--- src/rtl/ras_pkg.sv ---
`default_nettype none
// ============================================================================
// Module      : ras_pkg
// Description : Shared sizing constants and command encoding for the
//               return-address stack. Imported by the storage stage, the
//               predictor and the checkpoint logic so pointer widths agree.
// Revision    : 1.0 - initial release
// ============================================================================
package ras_pkg;

  localparam int RAS_DEPTH = 8;
  localparam int RAS_WIDTH = 32;
  localparam int RAS_PTR_W = $clog2(RAS_DEPTH);

  // Value presented on top when no entry is available.
  localparam logic [31:0] RAS_NULL_ADDR = 32'h0;

  // One command is applied per clock edge; this is the resolved command
  // after flush/stall priority and the empty-stack special cases.
  typedef enum logic [2:0] {
    RAS_OP_HOLD    = 3'd0,
    RAS_OP_PUSH    = 3'd1,
    RAS_OP_POP     = 3'd2,
    RAS_OP_REPLACE = 3'd3,
    RAS_OP_RESTORE = 3'd4
  } ras_op_e;

  // Priority: flush beats stall beats push/pop. Push+pop on a non-empty
  // stack overwrites the top in place; on an empty stack it is a plain push.
  // A pop on an empty stack has nothing to discard and is dropped.
  function automatic ras_op_e ras_decode(
    input logic flush,
    input logic stall,
    input logic push,
    input logic pop,
    input logic empty
  );
    ras_op_e op;
    if (flush) begin
      op = RAS_OP_RESTORE;
    end else if (stall) begin
      op = RAS_OP_HOLD;
    end else if (push && pop && !empty) begin
      op = RAS_OP_REPLACE;
    end else if (push) begin
      op = RAS_OP_PUSH;
    end else if (pop && !empty) begin
      op = RAS_OP_POP;
    end else begin
      op = RAS_OP_HOLD;
    end
    return op;
  endfunction

endpackage : ras_pkg
`default_nettype wire

--- src/rtl/ras_circular_stack.sv ---
`default_nettype none
// ============================================================================
// Module      : ras_circular_stack
// Description : Circular LIFO of return addresses feeding the RAS predictor.
//               Overflow overwrites the oldest entry, pointer/occupancy can be
//               restored from a checkpoint on flush, and top reads as zero
//               whenever the stack is empty.
// Revision    : 1.0 - initial release
// ============================================================================
module ras_circular_stack
  import ras_pkg::*;
#(
  parameter  int DEPTH = RAS_DEPTH,
  parameter  int WIDTH = RAS_WIDTH,
  localparam int PTR_W = $clog2(DEPTH)
) (
  input  logic             clk,
  input  logic             reset,
  input  logic             stall,
  input  logic             push,
  input  logic             pop,
  input  logic [WIDTH-1:0] data,
  input  logic             flush,
  input  logic [PTR_W-1:0] restore_ptr,
  input  logic [PTR_W:0]   restore_count,
  output logic [WIDTH-1:0] top,
  output logic [PTR_W-1:0] tos_ptr,
  output logic [PTR_W:0]   count,
  output logic             empty,
  output logic             full
);

  localparam logic [PTR_W:0]   C_FULL_COUNT = (PTR_W + 1)'(DEPTH);
  // Reset pointer sits one below slot 0 so the first push lands at index 0.
  localparam logic [PTR_W-1:0] C_RESET_PTR  = PTR_W'(DEPTH - 1);
  localparam logic [WIDTH-1:0] C_NULL       = WIDTH'(RAS_NULL_ADDR);

  logic [WIDTH-1:0] r_mem [DEPTH];
  logic [PTR_W-1:0] r_tos_ptr;
  logic [PTR_W:0]   r_count;

  logic [PTR_W-1:0] w_ptr_inc;
  logic [PTR_W-1:0] w_ptr_dec;
  logic [PTR_W-1:0] w_tos_ptr_nxt;
  logic [PTR_W:0]   w_count_nxt;
  logic             w_empty;
  logic             w_full;
  logic             w_wr_en;
  logic [PTR_W-1:0] w_wr_idx;
  ras_op_e          w_op;

  // DEPTH is a power of two, so natural pointer wrap gives modulo-DEPTH.
  assign w_ptr_inc = r_tos_ptr + 1'b1;
  assign w_ptr_dec = r_tos_ptr - 1'b1;
  assign w_empty   = (r_count == '0);
  assign w_full    = (r_count == C_FULL_COUNT);

  // Resolve the command for this edge from flush/stall/push/pop.
  always_comb begin
    w_op = ras_decode(flush, stall, push, pop, w_empty);
  end

  // Next pointer, next occupancy and the single write port for this edge.
  always_comb begin
    w_tos_ptr_nxt = r_tos_ptr;
    w_count_nxt   = r_count;
    w_wr_en       = 1'b0;
    w_wr_idx      = r_tos_ptr;
    case (w_op)
      RAS_OP_PUSH: begin
        // When full the new top lands on the oldest slot; occupancy saturates.
        w_tos_ptr_nxt = w_ptr_inc;
        w_count_nxt   = w_full ? r_count : r_count + 1'b1;
        w_wr_en       = 1'b1;
        w_wr_idx      = w_ptr_inc;
      end
      RAS_OP_POP: begin
        w_tos_ptr_nxt = w_ptr_dec;
        w_count_nxt   = r_count - 1'b1;
      end
      RAS_OP_REPLACE: begin
        w_wr_en  = 1'b1;
        w_wr_idx = r_tos_ptr;
      end
      RAS_OP_RESTORE: begin
        // Only pointer state is rolled back; entries written on the wrong
        // path may remain but are outside the restored window or reused.
        w_tos_ptr_nxt = restore_ptr;
        w_count_nxt   = restore_count;
      end
      default: begin
      end
    endcase
  end

  // Pointer and occupancy registers, cleared immediately on reset.
  always_ff @(posedge clk or negedge reset) begin
    if (!reset) begin
      r_tos_ptr <= C_RESET_PTR;
      r_count   <= '0;
    end else begin
      r_tos_ptr <= w_tos_ptr_nxt;
      r_count   <= w_count_nxt;
    end
  end

  // Storage entries: one flop row per slot so each clears asynchronously.
  for (genvar i = 0; i < DEPTH; i++) begin : g_mem
    // Capture data into this slot when it is the write target.
    always_ff @(posedge clk or negedge reset) begin
      if (!reset) begin
        r_mem[i] <= '0;
      end else if (w_wr_en && (w_wr_idx == PTR_W'(i))) begin
        r_mem[i] <= data;
      end
    end
  end : g_mem

  // Stale contents can remain after pops, so an empty stack reads as null.
  assign top     = w_empty ? C_NULL : r_mem[r_tos_ptr];
  assign tos_ptr = r_tos_ptr;
  assign count   = r_count;
  assign empty   = w_empty;
  assign full    = w_full;

`ifndef SYNTHESIS
  // A checkpoint can never hold more entries than the stack has slots.
  a_restore_count_legal : assert property (
    @(posedge clk) disable iff (!reset) flush |-> (restore_count <= C_FULL_COUNT)
  );
`endif

endmodule : ras_circular_stack
`default_nettype wire

--- config.mk ---
export PLATFORM = sky130hd
export DESIGN_NAME = ras_circular_stack
export DESIGN_NICKNAME = d
export VERILOG_FILES = /design/src/rtl/ras_pkg.sv /design/src/rtl/ras_circular_stack.sv
export SDC_FILE = /design/constraint.sdc
export NUM_CORES = 1
export LEC_CHECK = 0
export ABC_AREA = 1
export BUFFER_PORTS_ARGS = -buffer_cell sky130_fd_sc_hd__clkbuf_2
export CAP_MARGIN = 10
export CORE_ASPECT_RATIO = 0.6
export CORE_MARGIN = 10
export CORE_UTILIZATION = 40
export DETAILED_ROUTE_END_ITERATION = 7
export HOLD_SLACK_MARGIN = 0.02
export SLEW_MARGIN = 20
export SYNTH_ARGS = -nofsm -noshare
export SYNTH_HDL_FRONTEND = slang
export SYNTH_SLANG_ARGS = --single-unit
--- constraint.sdc ---
create_clock -name clk -period 4.8 [get_ports clk]
set_clock_uncertainty 0.15 [all_clocks]
set_input_delay 1.2 -clock clk [delete_from_list [all_inputs] [get_ports clk]]
set_output_delay 1.2 -clock clk [all_outputs]
set_load 0.05 [all_outputs]
==> results.sh <==
export IMPL_status="finished clean"
export IMPL_ys_seq_area_share_pct=49.5
export IMPL_die_h_um=161
export IMPL_cts_max_level=1
export IMPL_synthAdderAreaFrac_pct=0.527
export IMPL_post_cts_setup_buffer_count=0
export IMPL_cts_clk_slew_worst_paths_ns=0.07
export IMPL_critical_path_class="reg -> out"
export IMPL_cellPowerDensity_nw_per_um2=634
export IMPL_drive_gt1_share_pct=10.3
export IMPL_clock_sinks=263
export IMPL_synth_compound_area_share_pct=9.34
export IMPL_finalMaxSlewViolations=0
export IMPL_finalSetupTns_ns=0
export IMPL_worstPathMaxFanout=83
export IMPL_maxCapViolCount=0
export IMPL_finalPower_mw=9.26
export IMPL_cp_end_kind="output port"
export IMPL_num_antenna_cells=0
export IMPL_coreArea_um2=32600
export IMPL_io_buffers=85
export IMPL_syn2layout_area_growth_pct=9.89
export IMPL_yosysWarnings=0
export IMPL_p_leak_nw=7.49
export IMPL_initial_core_util_pct=40.8
export IMPL_fin_ws_ns=0.231
export IMPL_hold_viol=0
export IMPL_drt_iter0_drc=1420
export IMPL_synth_top_family_by_area="simple AND/OR/NAND/NOR gates"
export IMPL_viasPerCell=5.49
export IMPL_synthSimpleGateAreaFrac_pct=32.4
export IMPL_drcViolationCount=0
export IMPL_worst_ep_arrival_time_ns=3.22
export IMPL_design_area_um2=14600
export IMPL_synthDistinctLibCells=25
export IMPL_fin_crit_ns=4.57
export IMPL_dp_slack_ns=0.793
export IMPL_die_w_um=255
export IMPL_slew_headroom_pct=23.0
export IMPL_root_buffer="clkbuf_16"
export IMPL_antenna_found_initial=1
export IMPL_ant_nets=0
export IMPL_grt_pass1_wl_um=68900
export IMPL_post_cts_resized=0
export IMPL_synth_area_per_cell_um2=7.70
export IMPL_grt_pass1_vias=11400
export IMPL_cts_buffer_depth=3
export IMPL_vdd_drop_max_mv=0.317
export IMPL_gp_congestion=0.799
export IMPL_syn_area_um2=13300
export IMPL_seq_area_um2=6590
export IMPL_vias=12000
export IMPL_post_route_period_util_pct=95.2
export IMPL_rsz0062_at_grt="no"
export IMPL_holdBufCountCts=0
export IMPL_hpwl_um=24200
export IMPL_numCtsBuffers=26
export IMPL_required_ns=3.45
export IMPL_synthMuxAreaShare_pct=0
export IMPL_grt_overflow=0
export IMPL_synth_xor_area_share_pct=0.264
export IMPL_ys_ff_latch=263
export IMPL_rows=51
export IMPL_drtPass1Iterations=5
export IMPL_clock_latency_ns=0.55
export IMPL_min_path_type="reg -> reg"
export IMPL_place_area_um2=13700
export IMPL_worstSetupStartpointType="register"
export IMPL_die_area_um2=41200
export IMPL_gr_usage_all_layers_pct=20.6
export IMPL_max_freq_ghz=0.219
export IMPL_wl_um=43200
export IMPL_grt_max_degree=96
export IMPL_multi_input_area_um2=5690
export IMPL_tightest_slew_ns=1.16
export IMPL_setup_viol=0
export IMPL_fin_nets=1760
export IMPL_fillers=3234
export IMPL_ios=86
export IMPL_cts_tree="done"
export IMPL_syn_instance_count=1727
export IMPL_synth_nets=1777
export IMPL_wl_per_cell_um=19.8
## state kept, by name (all words and copies together), names as in the netlist
| register | flops |
|---|---|
| count | 4 |
| r_mem | 256 |
| tos_ptr | 3 |
## kinds of logic after synthesis
| logic type | Yosys count |
|---|---|
| DFF | 263 |
| buffers and inverters | 177 |
| and+or+nand+nor | 1046 |
| AOI/OAI and AO/OA | 232 |
| xor gates and xnor gates | 4 |
| adders and majority gates | 5 |
## layer usage
metal	up-vias	wire length [um]	track usage (%)
met5	-	12	0
met4	2	609	3.47
met3	44	3360	3.84
met2	473	18500	30.7
met1	5850	20800	30.6
li1	5591	-	-
## cell type report
class | instances | share of cell area [%]
Sequential cell | 263 | 45.1
Clock buffer | 35 | 4.97
Inverter | 12 | 0.325
Timing Repair Buffer | 120 | 5.29
Tap cell | 450 | 3.85
Multi-Input combinational cell | 1287 | 39.0
Clock inverter | 13 | 1.51
## layout by cell type (no fill, tap or decap), types with 2 or more instances in the layout
cell type and n:
nand3_1 271, inv_1 10, clkbuf_2 84, xor2_1 3, nand2_1 563, buf_12 6, o22ai_1 64, dfstp_2 2
bufinv_16 6, nand2_4 2, clkinvlp_4 2, clkbuf_16 27, buf_4 29, dfrtp_1 260, o21ai_0 167, clkbuf_8 2
clkinv_2 5, nor2_4 7, ha_1 4, nor2_1 199, clkbuf_1 6
## Yosys cell counts (all sizes together)
cell / n / area (um2)
nand3: 271 / 1360
o22ai: 64 / 400
dfrtp: 260 / 6510
a21oi: 1 / 5.00
dfstp: 3 / 78.8
nand4: 1 / 6.26
inv: 12 / 45.0
nand2: 566 / 2140
xor2: 3 / 26.3
nor2: 207 / 792
xnor2: 1 / 8.76
o21ai: 167 / 836
ha: 4 / 50.1
buf: 92 / 703
clkbuf: 73 / 310
fa: 1 / 20.0
nand3b: 1 / 7.51
## critical path, cell delays in order, from the launching register on
cell,delay [ns]
dfstp_4,0.66
inv_4,0.75
buf_4,0.35
o21ai_0,0.11
o22ai_1,0.16
nor2_1,0.06
nor2_1,0.23
clkbuf_2,0.32
## metrics by stage
step	hold slack, ns	utilization (%)	std cells
finish	0.316	44.8	2180
global route	0.331	44.8	2180
CTS	0.318	44.8	2180
detailed placement	0.303	41.9	2132
global placement	0.298	41.9	2132
floorplan	0.287	-	1727
## path summary, 6_finish.rpt
kind / start / endpoint / slack [ns] / cells past startpoint
max: tos_ptr[0]$_DFFE_PN1P_ / top[3] / 0.23 / 7
min reg2reg: r_mem[95]$_DFFE_PN0P_ / r_mem[95]$_DFFE_PN0P_ / 0.32 / 2
max in group asynchronous: reset / r_mem[242]$_DFFE_PN0P_ / 2.96 / 2
min in group asynchronous: reset / count[0]$_DFFE_PN0P_ / 0.45 / 1
max reg2reg: tos_ptr[0]$_DFFE_PN1P_ / r_mem[51]$_DFFE_PN0P_ / 0.81 / 11
min: r_mem[95]$_DFFE_PN0P_ / r_mem[95]$_DFFE_PN0P_ / 0.32 / 2
## where the power goes
group / total, mW / switching [mW] / internal [mW]
Sequential: 3.78 / 0.587 / 3.19
Clock: 2.30 / 0.913 / 1.38
Combinational: 3.18 / 2.25 / 0.932
Power figures use the tool's default switching activity.
